### src/rtl/uart_pkg.sv
// Shared UART definitions: FSM states and frame constants.
// Used by both receive and transmit paths.
package uart_pkg;

    typedef enum logic [2:0] {
        IDLE,
        START,
        DATA,
        STOP,
        BREAK,
        PARITY
    } uart_state_e;

    localparam int OVERSAMPLE = 16;
    localparam int MID_SAMPLE = 7;
    localparam int DATA_BITS  = 8;

endpackage

### src/rtl/uart_baud_tick.sv
// Free-running oversample tick: one-cycle pulse every
// round(CLK_HZ / (OVS*BAUD)) clocks, clamped to at least 1.
module uart_baud_tick #(
    parameter int CLK_HZ = 50_000_000,
    parameter int BAUD   = 115200,
    parameter int OVS    = 16
) (
    input  logic i_clk,
    input  logic i_rst,
    output logic o_tick
);

    localparam int DIV   = (CLK_HZ + (OVS * BAUD) / 2) / (OVS * BAUD);
    localparam int DIV_C = (DIV < 1) ? 1 : DIV;
    localparam int CW    = (DIV_C > 1) ? $clog2(DIV_C) : 1;
    localparam logic [CW-1:0] LAST = CW'(DIV_C - 1);

    logic [CW-1:0] r_cnt;
    logic          r_tick;

    always_ff @(posedge i_clk or posedge i_rst) begin
        if (i_rst) begin
            r_cnt  <= '0;
            r_tick <= 1'b0;
        end else if (r_cnt == LAST) begin
            r_cnt  <= '0;
            r_tick <= 1'b1;
        end else begin
            r_cnt  <= r_cnt + 1'b1;
            r_tick <= 1'b0;
        end
    end

    assign o_tick = r_tick;

endmodule

### src/rtl/uart_receiver.sv
// 16x-oversampled UART receiver, 8N1 with valid/ack handoff.
// Define UART_RX_PARITY_EN for 8E1 framing (parity checked).
module uart_receiver
    import uart_pkg::*;
#(
    parameter int CLK_HZ = 50_000_000,
    parameter int BAUD   = 115200
) (
    input  logic       sys_clk,
    input  logic       rst,
    input  logic       uart_rx,
    output logic [7:0] rx_data,
    output logic       rx_valid,
    input  logic       rx_ack,
    output logic       rx_frame_err,
    output logic       rx_overrun
);

    localparam logic [3:0] S_MID  = 4'(MID_SAMPLE);
    localparam logic [3:0] S_LAST = 4'(OVERSAMPLE - 1);
    localparam logic [2:0] B_LAST = 3'(DATA_BITS - 1);

    logic        w_tick;
    logic        w_fall;
    logic        w_keep;
    logic        r_sync1;
    logic        r_sync2;
    logic        r_prev;
    uart_state_e r_state;
    logic [3:0]  r_scnt;
    logic [2:0]  r_bcnt;
    logic [7:0]  r_shift;
    logic [7:0]  r_data;
    logic        r_valid;
    logic        r_ferr;
    logic        r_ovr;

    uart_baud_tick #(
        .CLK_HZ(CLK_HZ),
        .BAUD  (BAUD),
        .OVS   (OVERSAMPLE)
    ) u_tick (
        .i_clk (sys_clk),
        .i_rst (rst),
        .o_tick(w_tick)
    );

    assign w_fall = r_prev & ~r_sync2;

`ifdef UART_RX_PARITY_EN
    logic r_perr;
    assign w_keep = ~r_perr;
`else
    assign w_keep = 1'b1;
`endif

    always_ff @(posedge sys_clk or posedge rst) begin
        if (rst) begin
            r_sync1 <= 1'b0;
            r_sync2 <= 1'b0;
            r_prev  <= 1'b0;
            r_state <= IDLE;
            r_scnt  <= 4'd0;
            r_bcnt  <= 3'd0;
            r_shift <= 8'h00;
            r_data  <= 8'h00;
            r_valid <= 1'b0;
            r_ferr  <= 1'b0;
            r_ovr   <= 1'b0;
`ifdef UART_RX_PARITY_EN
            r_perr  <= 1'b0;
`endif
        end else begin
            r_sync1 <= uart_rx;
            r_sync2 <= r_sync1;
            r_prev  <= r_sync2;
            r_ferr  <= 1'b0;
            r_ovr   <= 1'b0;
            if (rx_ack) begin
                r_valid <= 1'b0;
            end
            unique case (r_state)
                IDLE: begin
                    if (w_fall) begin
                        r_state <= START;
                        r_scnt  <= 4'd0;
`ifdef UART_RX_PARITY_EN
                        r_perr  <= 1'b0;
`endif
                    end
                end
                START: begin
                    if (w_tick) begin
                        if (r_scnt == S_MID) begin
                            r_scnt <= 4'd0;
                            r_bcnt <= 3'd0;
                            r_state <= r_sync2 ? IDLE : DATA;
                        end else begin
                            r_scnt <= r_scnt + 4'd1;
                        end
                    end
                end
                DATA: begin
                    if (w_tick) begin
                        r_scnt <= r_scnt + 4'd1;
                        if (r_scnt == S_LAST) begin
                            r_shift[r_bcnt] <= r_sync2;
                            r_bcnt <= r_bcnt + 3'd1;
                            if (r_bcnt == B_LAST) begin
`ifdef UART_RX_PARITY_EN
                                r_state <= PARITY;
`else
                                r_state <= STOP;
`endif
                            end
                        end
                    end
                end
`ifdef UART_RX_PARITY_EN
                PARITY: begin
                    if (w_tick) begin
                        r_scnt <= r_scnt + 4'd1;
                        if (r_scnt == S_LAST) begin
                            if (r_sync2 != ^r_shift) begin
                                r_perr <= 1'b1;
                                r_ferr <= 1'b1;
                            end
                            r_state <= STOP;
                        end
                    end
                end
`endif
                STOP: begin
                    if (w_tick) begin
                        r_scnt <= r_scnt + 4'd1;
                        if (r_scnt == S_LAST) begin
                            if (r_sync2) begin
                                r_state <= IDLE;
                                if (w_keep) begin
                                    if (!r_valid || rx_ack) begin
                                        r_data  <= r_shift;
                                        r_valid <= 1'b1;
                                    end else begin
                                        r_ovr <= 1'b1;
                                    end
                                end
                            end else begin
                                r_ferr  <= 1'b1;
                                r_state <= BREAK;
                            end
                        end
                    end
                end
                BREAK: begin
                    if (r_sync2) begin
                        r_state <= IDLE;
                    end
                end
                default: r_state <= IDLE;
            endcase
        end
    end

    assign rx_data      = r_data;
    assign rx_valid     = r_valid;
    assign rx_frame_err = r_ferr;
    assign rx_overrun   = r_ovr;

endmodule

### config.mk
export PLATFORM = sky130hd
export DESIGN_NAME = uart_receiver
export DESIGN_NICKNAME = d
export VERILOG_FILES = /design/src/rtl/uart_pkg.sv /design/src/rtl/uart_baud_tick.sv /design/src/rtl/uart_receiver.sv
export SDC_FILE = /design/constraint.sdc
export NUM_CORES = 1
export LEC_CHECK = 0
export ABC_AREA = 1
export CAP_MARGIN = 0
export CELL_PAD_IN_SITES_DETAIL_PLACEMENT = 1
export CELL_PAD_IN_SITES_GLOBAL_PLACEMENT = 2
export CORE_ASPECT_RATIO = 0.9
export CORE_MARGIN = 2
export CORE_UTILIZATION = 32
export CTS_BUF_LIST = sky130_fd_sc_hd__clkbuf_4 sky130_fd_sc_hd__clkbuf_8
export DETAILED_ROUTE_END_ITERATION = 6
export PLACE_DENSITY = 0.72
export SYNTH_ARGS = -nofsm -noshare
export SYNTH_HDL_FRONTEND = slang
export SYNTH_SLANG_ARGS = --single-unit
### constraint.sdc
create_clock -name sys_clk -period 1.4 [get_ports sys_clk]
set_clock_uncertainty 0.1 [all_clocks]
set_input_delay 0.42 -clock sys_clk [delete_from_list [all_inputs] [get_ports sys_clk]]
set_output_delay 0.42 -clock sys_clk [all_outputs]
set_load 0.02 [all_outputs]
==> results of run 1 <==
-- metrics by stage --
| step | utilization [%] | hold WS, ns |
|---|---|---|
| after floorplan | - | 0.231 |
| after global placement | 41.6 | 0.236 |
| after detailed placement | 41.6 | 0.239 |
| after CTS | 46.1 | 0.257 |
| after global routing | 48.8 | 0.261 |
| final | 48.8 | 0.254 |
-- report_power, final --
part / switching, uW / total (uW) / internal, uW
sequential: 92.2 / 1260 / 1170
combinational: 570 / 1030 / 457
clock: 411 / 1130 / 714
total: 1070 / 3410 / 2340
-- routing by layer --
layer / vias up / part of all wire (%)
li1: 795 / -
met1: 763 / 45
met2: 17 / 51
met3: 6 / 3.0
met4: 0 / 1.0
met5: - / 0
-- placed cells by master, fill, tap and decap left out, types with 2 or more instances in the layout --
| cell | instances |
|---|---|
| bufinv_16 | 2 |
| nand2_1 | 60 |
| nor2_2 | 6 |
| nand3_2 | 6 |
| nand3_1 | 11 |
| buf_6 | 6 |
| buf_2 | 7 |
| clkdlybuf4s50_1 | 3 |
| ha_1 | 2 |
| o21ai_0 | 4 |
| nand3_4 | 4 |
| nor2_1 | 14 |
| buf_4 | 34 |
| dfrtp_1 | 37 |
| nand2_4 | 3 |
| o21ai_1 | 10 |
| inv_2 | 3 |
| inv_1 | 17 |
| nand2_2 | 15 |
| o21ai_2 | 3 |
| a21oi_1 | 2 |
| clkbuf_8 | 5 |
| nor2_4 | 6 |
| ha_2 | 2 |
-- layout make-up --
class	instances	area (sq um)
Clock inverter	3	68.8
Timing Repair Buffer	51	408
Multi-Input combinational cell	155	935
Tap cell	67	83.8
Fill cell	620	2740
Sequential cell	38	952
Clock buffer	5	68.8
Inverter	22	92.6
-- sequential cells by signal (all words and copies together), names as in the netlist --
| register | flops |
|---|---|
| r_bcnt | 3 |
| rx_frame_err | 1 |
| rx_overrun | 1 |
| r_sync2 | 1 |
| u_tick.r_cnt | 5 |
| rx_data | 8 |
| r_state | 3 |
| rx_valid | 1 |
| r_shift | 8 |
| r_scnt | 4 |
| r_prev | 1 |
| r_sync1 | 1 |
| u_tick.o_tick | 1 |
-- how the worst max path moves through the flow --
stage,start,end,slack [ns],cells past startpoint
floorplan,rst,r_bcnt[0],0.02,1
global route,r_scnt[0],r_shift[2],-0.14,8
global placement,rx_ack,rx_data[6],-0.17,7
detailed placement,rx_ack,rx_data[4],-0.23,7
finish,r_scnt[0],rx_data[1],-0.05,8
CTS,r_scnt[1],r_state[1],-0.08,9
-- logic make-up after synthesis --
group,after synthesis
and+or+nand+nor,127
DFF,38
buffers and inverters,23
AOI/OAI and AO/OA,20
adders and majority gates,5
xor gates and xnor gates,2
-- worst register-to-register path: stages (launching register included) --
cell     delay, ns
dfrtp_1       0.40
ha_4          0.19
nand3_4       0.09
nor2_4        0.13
buf_6         0.13
nand3_4       0.13
inv_8         0.13
nand2_2       0.06
nand2_1       0.05
-- timing repair --
item | CTS | global route
setup endpoints to repair | 35 | 39
gates resized for setup | 80 | 28
gates cloned | 1 | 0
pin swaps | 10 | 12
setup buffers | 4 | 7
==> flow_summary.toml, run 1 <==
[global_routing]
grt_pass1_wl_um = 7780
grt_use_met2_pct = 28.5
use_met3_pct = 4.71
antenna_found_initial = 0
grt_start_max_net_pins = 39
globalRouteTotalUtil_pct = 15.8
grt.busiest_layer = "met2"
grt_pass1_vias = 1683
met1_usage_pct = 18.3
grt-ovfl-total = 0

[placed_design]
pre_cts_slack_ns = -0.226
placed_area_sq_um = 2230
dp_cells = 321
dp_hpwl_um = 3250
place.gp.congestion = 0.767
placement.io_buffers = 14

[worst_setup_path]
critical_path_buf_inv_count = 2
crit_type = "reg2reg"
reg2reg_to = "rx_data[1]"
path_max_fanout = 8
crit_chain = "ha_4 > nand3_4 > nor2_4 > buf_6 > nand3_4 > inv_8 > nand2_2 > nand2_1"
r2r_start = "r_scnt[0]"
cp.required_ns = 1.54
cp_top_family = "simple AND/OR/NAND/NOR gates"
ff2ff_setup_slack_ns = -0.05
end_kind = "flop"
critical-path-slowest-cell = "dfrtp_1"
start_kind = "flop"
critical_path_arrival_ns = 1.59
worstRegToRegCells = 8
crit_top_cell = "nand3_4"
critPathMaxStageDelay_ns = 0.40

[logic_synthesis]
synth_compound_area_share_pct = 5.98
synthesis.area_sq_um = 1800
yosysUniqueCellTypes = 23
synthXorXnorAreaFrac_pct = 0.974
synth_flop_cell = "dfrtp_1"
synthTopCellsByCount = "76 x nand2_1, 38 x dfrtp_1, 21 x nor2_1"
ys_ff_latch = 38
async_flop_share_pct = 100
ys_seq_area_share_pct = 52.9
synth.mux.area_fraction_pct = 0
synth_top_family_by_area = "simple AND/OR/NAND/NOR gates"
synth_top_cell_area_share_pct = 52.9
synth_most_common_cell = "nand2_1"
synth_area_leader_cell = "dfrtp_1"
synthSimpleGateAreaFrac_pct = 31.6
ys_warn_count = 0
synthAdderAreaFrac_pct = 3.48
synth_cells = 215
synth_edf_count = 0
avgSynthCellArea_sq_um = 8.37
synthTopCellsByArea = "dfrtp_1 53%, nand2_1 16%, nand3_1 4.7%, nor2_1 4.4%, inv_1 3.8%"
syn-num-nets = 224

[drt]
vias_per_cell = 4.64
drtIter0Drc = 42
routed_wl_um = 4580
ant_nets = 0
wl_per_cell_um = 13.4
vias = 1581
route.detailed.drc = 0
first_pass_iters = 4

[timing]
rsz0062_at_grt = "true"
layout_worst_path_cycle_share_pct = 104
max_slew_margin_pct = 76.0
hold_violations = 0
tightest_slew_ns = 0.358
setup_viol_count_final = 21
drv_slew = 0
fin_crit_ns = 1.45
worst_slack_ns = -0.0515
fmax_mhz = 689
tns_ns = -0.546

[clocking]
cts_hold_buf = 0
cts.path.max_buffers = 2
cts-buffers-inserted = 5
cts-root-buf = "clkbuf_8"
clkSlewWorstSetupHoldPaths_ns = 0.08
clk_latency_ns = 0.29
clock-sinks = 38
htreeDepth = 2
cts_tree = "yes"

[worst_hold_path]
hold_class = "reg2reg"
hold_path_end = "r_sync2"
hold_path_depth = 0
min-delay-start = "r_sync1"

[floorplan]
fp-row-count = 25
ios = 15
die_x_um = 83.0
core-area_sq_um = 5350
start_util_pct = 33.6
die_area_sq_um = 6240
die_y_um = 75.1

[finish]
num_antenna_cells = 0
synthToLayoutAreaGrowth_pct = 45.0
finalNetCount = 282
final_area_sq_um = 2610
drive_gt1_share_pct = 40.5
final_cells = 341

[outcome]
status = "finished, violations left"
violations = "negative setup slack"

[pwr]
power.leakage_uw = 0.00129
ir_drop_uv = 707
p_per_area_nw_per_um2 = 1310
p_total_uw = 3410

[flow_run]
cap_viol_max_count = 0
Note: power is estimated with default switching activity, not from simulation.
==> run 2: changes to the inputs <==
--- a/config.mk
+++ b/config.mk
@@ -12,9 +12,10 @@
 export CORE_ASPECT_RATIO = 0.9
 export CORE_MARGIN = 2
-export CORE_UTILIZATION = 32
+export CORE_UTILIZATION = 33
 export CTS_BUF_LIST = sky130_fd_sc_hd__clkbuf_4 sky130_fd_sc_hd__clkbuf_8
 export DETAILED_ROUTE_END_ITERATION = 6
-export PLACE_DENSITY = 0.72
+export PLACE_DENSITY = 0.73
 export SYNTH_ARGS = -nofsm -noshare
 export SYNTH_HDL_FRONTEND = slang
+export SYNTH_HIERARCHICAL = 1
 export SYNTH_SLANG_ARGS = --single-unit
==> constraint.sdc (replaced) <==
create_clock -name sys_clk -period 1.4 [get_ports sys_clk]
set_clock_uncertainty 0.1 [all_clocks]
set_input_delay 0.21 -clock sys_clk [delete_from_list [all_inputs] [get_ports sys_clk]]
set_output_delay 0.21 -clock sys_clk [all_outputs]
set_load 0.02 [all_outputs]
==> run 2 against run 1 <==
Effect of this change:
- the flow still finishes with violations (negative setup slack)
- register-to-register slack got worse by 0.06 ns
- synthesized cell count rose by 6.5%
- hold slack got worse by 0.19 ns
- utilization fell by 0.87 points
- fmax fell by 3.9%
- global-route usage rose by 0.67 points
- synthesized area rose by 7.6%
- die area rose by 4.2%
- highest routed layer unchanged
==> flow_summary.toml, run 2 <==
[pwr]
p_int_uw = 2190
netSwitchingFraction_pct = 38.0
seqPwrFrac_pct = 36.1
clkPwrFrac_pct = 22.9
power.leakage_uw = 0.00139
ir_drop_uv = 515
switchingPower_uw = 1350
p_total_uw = 3540
p_per_area_nw_per_um2 = 1310
combPwrFrac_pct = 41.0

[logic_synthesis]
synth_most_common_cell = "nand2_1"
yosysUniqueCellTypes = 23
ys_warn_count = 6
synthSimpleGateAreaFrac_pct = 33.2
syn-num-nets = 238
synth_top_cell_area_share_pct = 49.1
synth_edf_count = 0
synthXorXnorAreaFrac_pct = 0.452
synth_area_leader_cell = "dfrtp_1"
synthTopCellsByArea = "dfrtp_1 49%, nand2_1 12%, o21ai_1 5.4%, nand3_1 4.9%, inv_1 4.3%"
async_flop_share_pct = 100
avgSynthCellArea_sq_um = 8.46
synth.mux.area_fraction_pct = 0
synth_compound_area_share_pct = 7.36
ys_ff_latch = 38
synth_cells = 229
synth_flop_cell = "dfrtp_1"
synth_top_family_by_area = "simple AND/OR/NAND/NOR gates"
ys_seq_area_share_pct = 49.1
synthAdderAreaFrac_pct = 3.23
synthesis.area_sq_um = 1940
synthTopCellsByCount = "61 x nand2_1, 38 x dfrtp_1, 22 x inv_1"

[drt]
wl_per_cell_um = 13.9
vias = 1633
ant_nets = 0
drtIter0Drc = 81
vias_per_cell = 4.61
routed_wl_um = 4910
route.detailed.drc = 0
first_pass_iters = 4

[clocking]
clk_latency_ns = 0.30
clock-sinks = 38
htreeDepth = 2
cts.path.max_buffers = 2
cts-buffers-inserted = 5
cts-root-buf = "clkbuf_8"
cts_tree = "yes"
clkSlewWorstSetupHoldPaths_ns = 0.08

[finish]
finalNetCount = 292
drive_gt1_share_pct = 38.4
final_common_cell = "nand2_1"
num_antenna_cells = 0
synthToLayoutAreaGrowth_pct = 40.0
final_cell_mix = "51 x nand2_1, 35 x dfrtp_1, 29 x buf_4"

[timing]
fin_crit_ns = 1.51
whs_ns = 0.0606
setup_viol_count_final = 25
fmax_mhz = 662
drv_slew = 0
rsz0062_at_grt = "true"
max_slew_margin_pct = 76.8
worst_slack_ns = -0.111
layout_worst_path_cycle_share_pct = 108
hold_violations = 0
tightest_slew_ns = 0.347

[worst_setup_path]
cp_top_family = "simple AND/OR/NAND/NOR gates"
crit_top_cell = "nand2_4"
start_kind = "flop"
path_max_fanout = 4
crit_type = "reg2reg"
cp.required_ns = 1.49
critPathMaxStageDelay_ns = 0.40
end_kind = "flop"
crit_chain = "ha_4 > buf_4 > nand2_4 > nor2_4 > inv_2 > nand2_4 > nand3_4 > o21ai_2 > nand2_1"
critical_path_arrival_ns = 1.60
critical_path_buf_inv_count = 2
critical-path-slowest-cell = "dfrtp_1"

[outcome]
violations = "negative setup slack"
status = "finished, violations left"

[placed_design]
placement.io_buffers = 14
dp_hpwl_um = 3520
place.gp.congestion = 0.825

[global_routing]
grt_pass1_wl_um = 8380
grt_pass1_vias = 1711
antenna_found_initial = 0
grt-ovfl-total = 0
globalRouteTotalUtil_pct = 16.5
grt_start_max_net_pins = 33

[floorplan]
die_x_um = 84.8
die_y_um = 76.7
ios = 15
fp-row-count = 26
start_util_pct = 34.2
die_area_sq_um = 6500
core-area_sq_um = 5660

[worst_hold_path]
hold_class = "in2async"

[flow_run]
cap_viol_max_count = 0
-- run 2: cell count changes in the layout (fill, tap and decap cells not counted), moves of 4 or more --
cell / delta
buf_2: -7
o21ai_2: +7
dlygate4sd2_1: +11
inv_1: +4
nand2_4: +4
nand2_2: -5
buf_4: -5
nand2_1: -9
-- run 2: timing repair --
action | 4_1_cts | 5_1_grt
hold buffers | 0 | 0
endpoints found under the hold margin | 0 | 0
setup endpoints to repair | 38 | 29
pin swaps | 21 | 21
setup buffers | 7 | 4
resized for setup | 38 | 25
-- run 2: logic make-up (layout without fill, tap and decap cells) --
logic type	count (synthesis)	after routing
XOR/XNOR	1	1
adder cells (fa/ha/maj)	5	5
AO/OA/AOI/OAI	28	28
flip-flops	38	38
AND/OR/NAND/NOR	126	126
buffers and inverters	31	86
-- run 2: stage by stage --
step           setup WS, ns  util, %  setup TNS (ns)  instance area [sq um]  std cells
2_1_floorplan       -0.0229        -          -0.184                   1960        229
3_3_place_gp         -0.124     41.8           -1.64                   2370        336
3_5_place_dp         -0.176     41.8           -2.31                   2370        336
4_1_cts             -0.0809     45.9           -1.35                   2600        351
5_1_grt              -0.211     47.9           -4.26                   2710        354
6_report             -0.111     47.9           -1.86                   2710        354
-- run 2: path summary, 6_finish.rpt --
kind / from / to / slack (ns) / depth (start not counted)
hold reg to reg: r_sync1 / r_sync2 / 0.25 / 0
min in group sys_clk: r_sync1 / r_sync2 / 0.25 / 0
setup reg to reg: r_scnt[0] / r_bcnt[0] / -0.11 / 9
setup / recovery: r_scnt[0] / r_bcnt[0] / -0.11 / 9
hold / removal: rst / u_tick/r_cnt[1] / 0.06 / 2
max in group asynchronous: rst / r_state[2] / 0.83 / 3
-- run 2: worst register-to-register path, cell delays in order (launching register included) --
cell and delay (ns):
dfrtp_1 0.40, ha_4 0.18, buf_4 0.12, nand2_4 0.05
nor2_4 0.11, inv_2 0.05, nand2_4 0.10, nand3_4 0.12
o21ai_2 0.13, nand2_1 0.05
-- run 2: area by class of cell --
cell class	count	area, sq um
clock buffer	7	90.1
clock inverter	1	5.00
sequential	38	955
timing repair buffer	50	432
fill	671	2950
inverter	28	110
tap	70	87.6
multi-input combinational	160	1030
-- run 2: power by group through the flow --
stage | clock network, uW | registers (uW) | logic, uW
after floorplan | 0 | 1260 | 830
after global placement | 0 | 1270 | 1220
after detailed placement | 0 | 1280 | 1240
after CTS | 838 | 1250 | 1300
after global routing | 901 | 1290 | 1630
final | 811 | 1280 | 1450
-- run 2: per-layer routing --
layer	share of wire, %	vias up	global-route usage, %
met5	0	-	0
met4	1.7	0	3.81
met3	2.7	7	4.84
met2	46	16	25.4
met1	50	777	23.0
li1	-	833	-
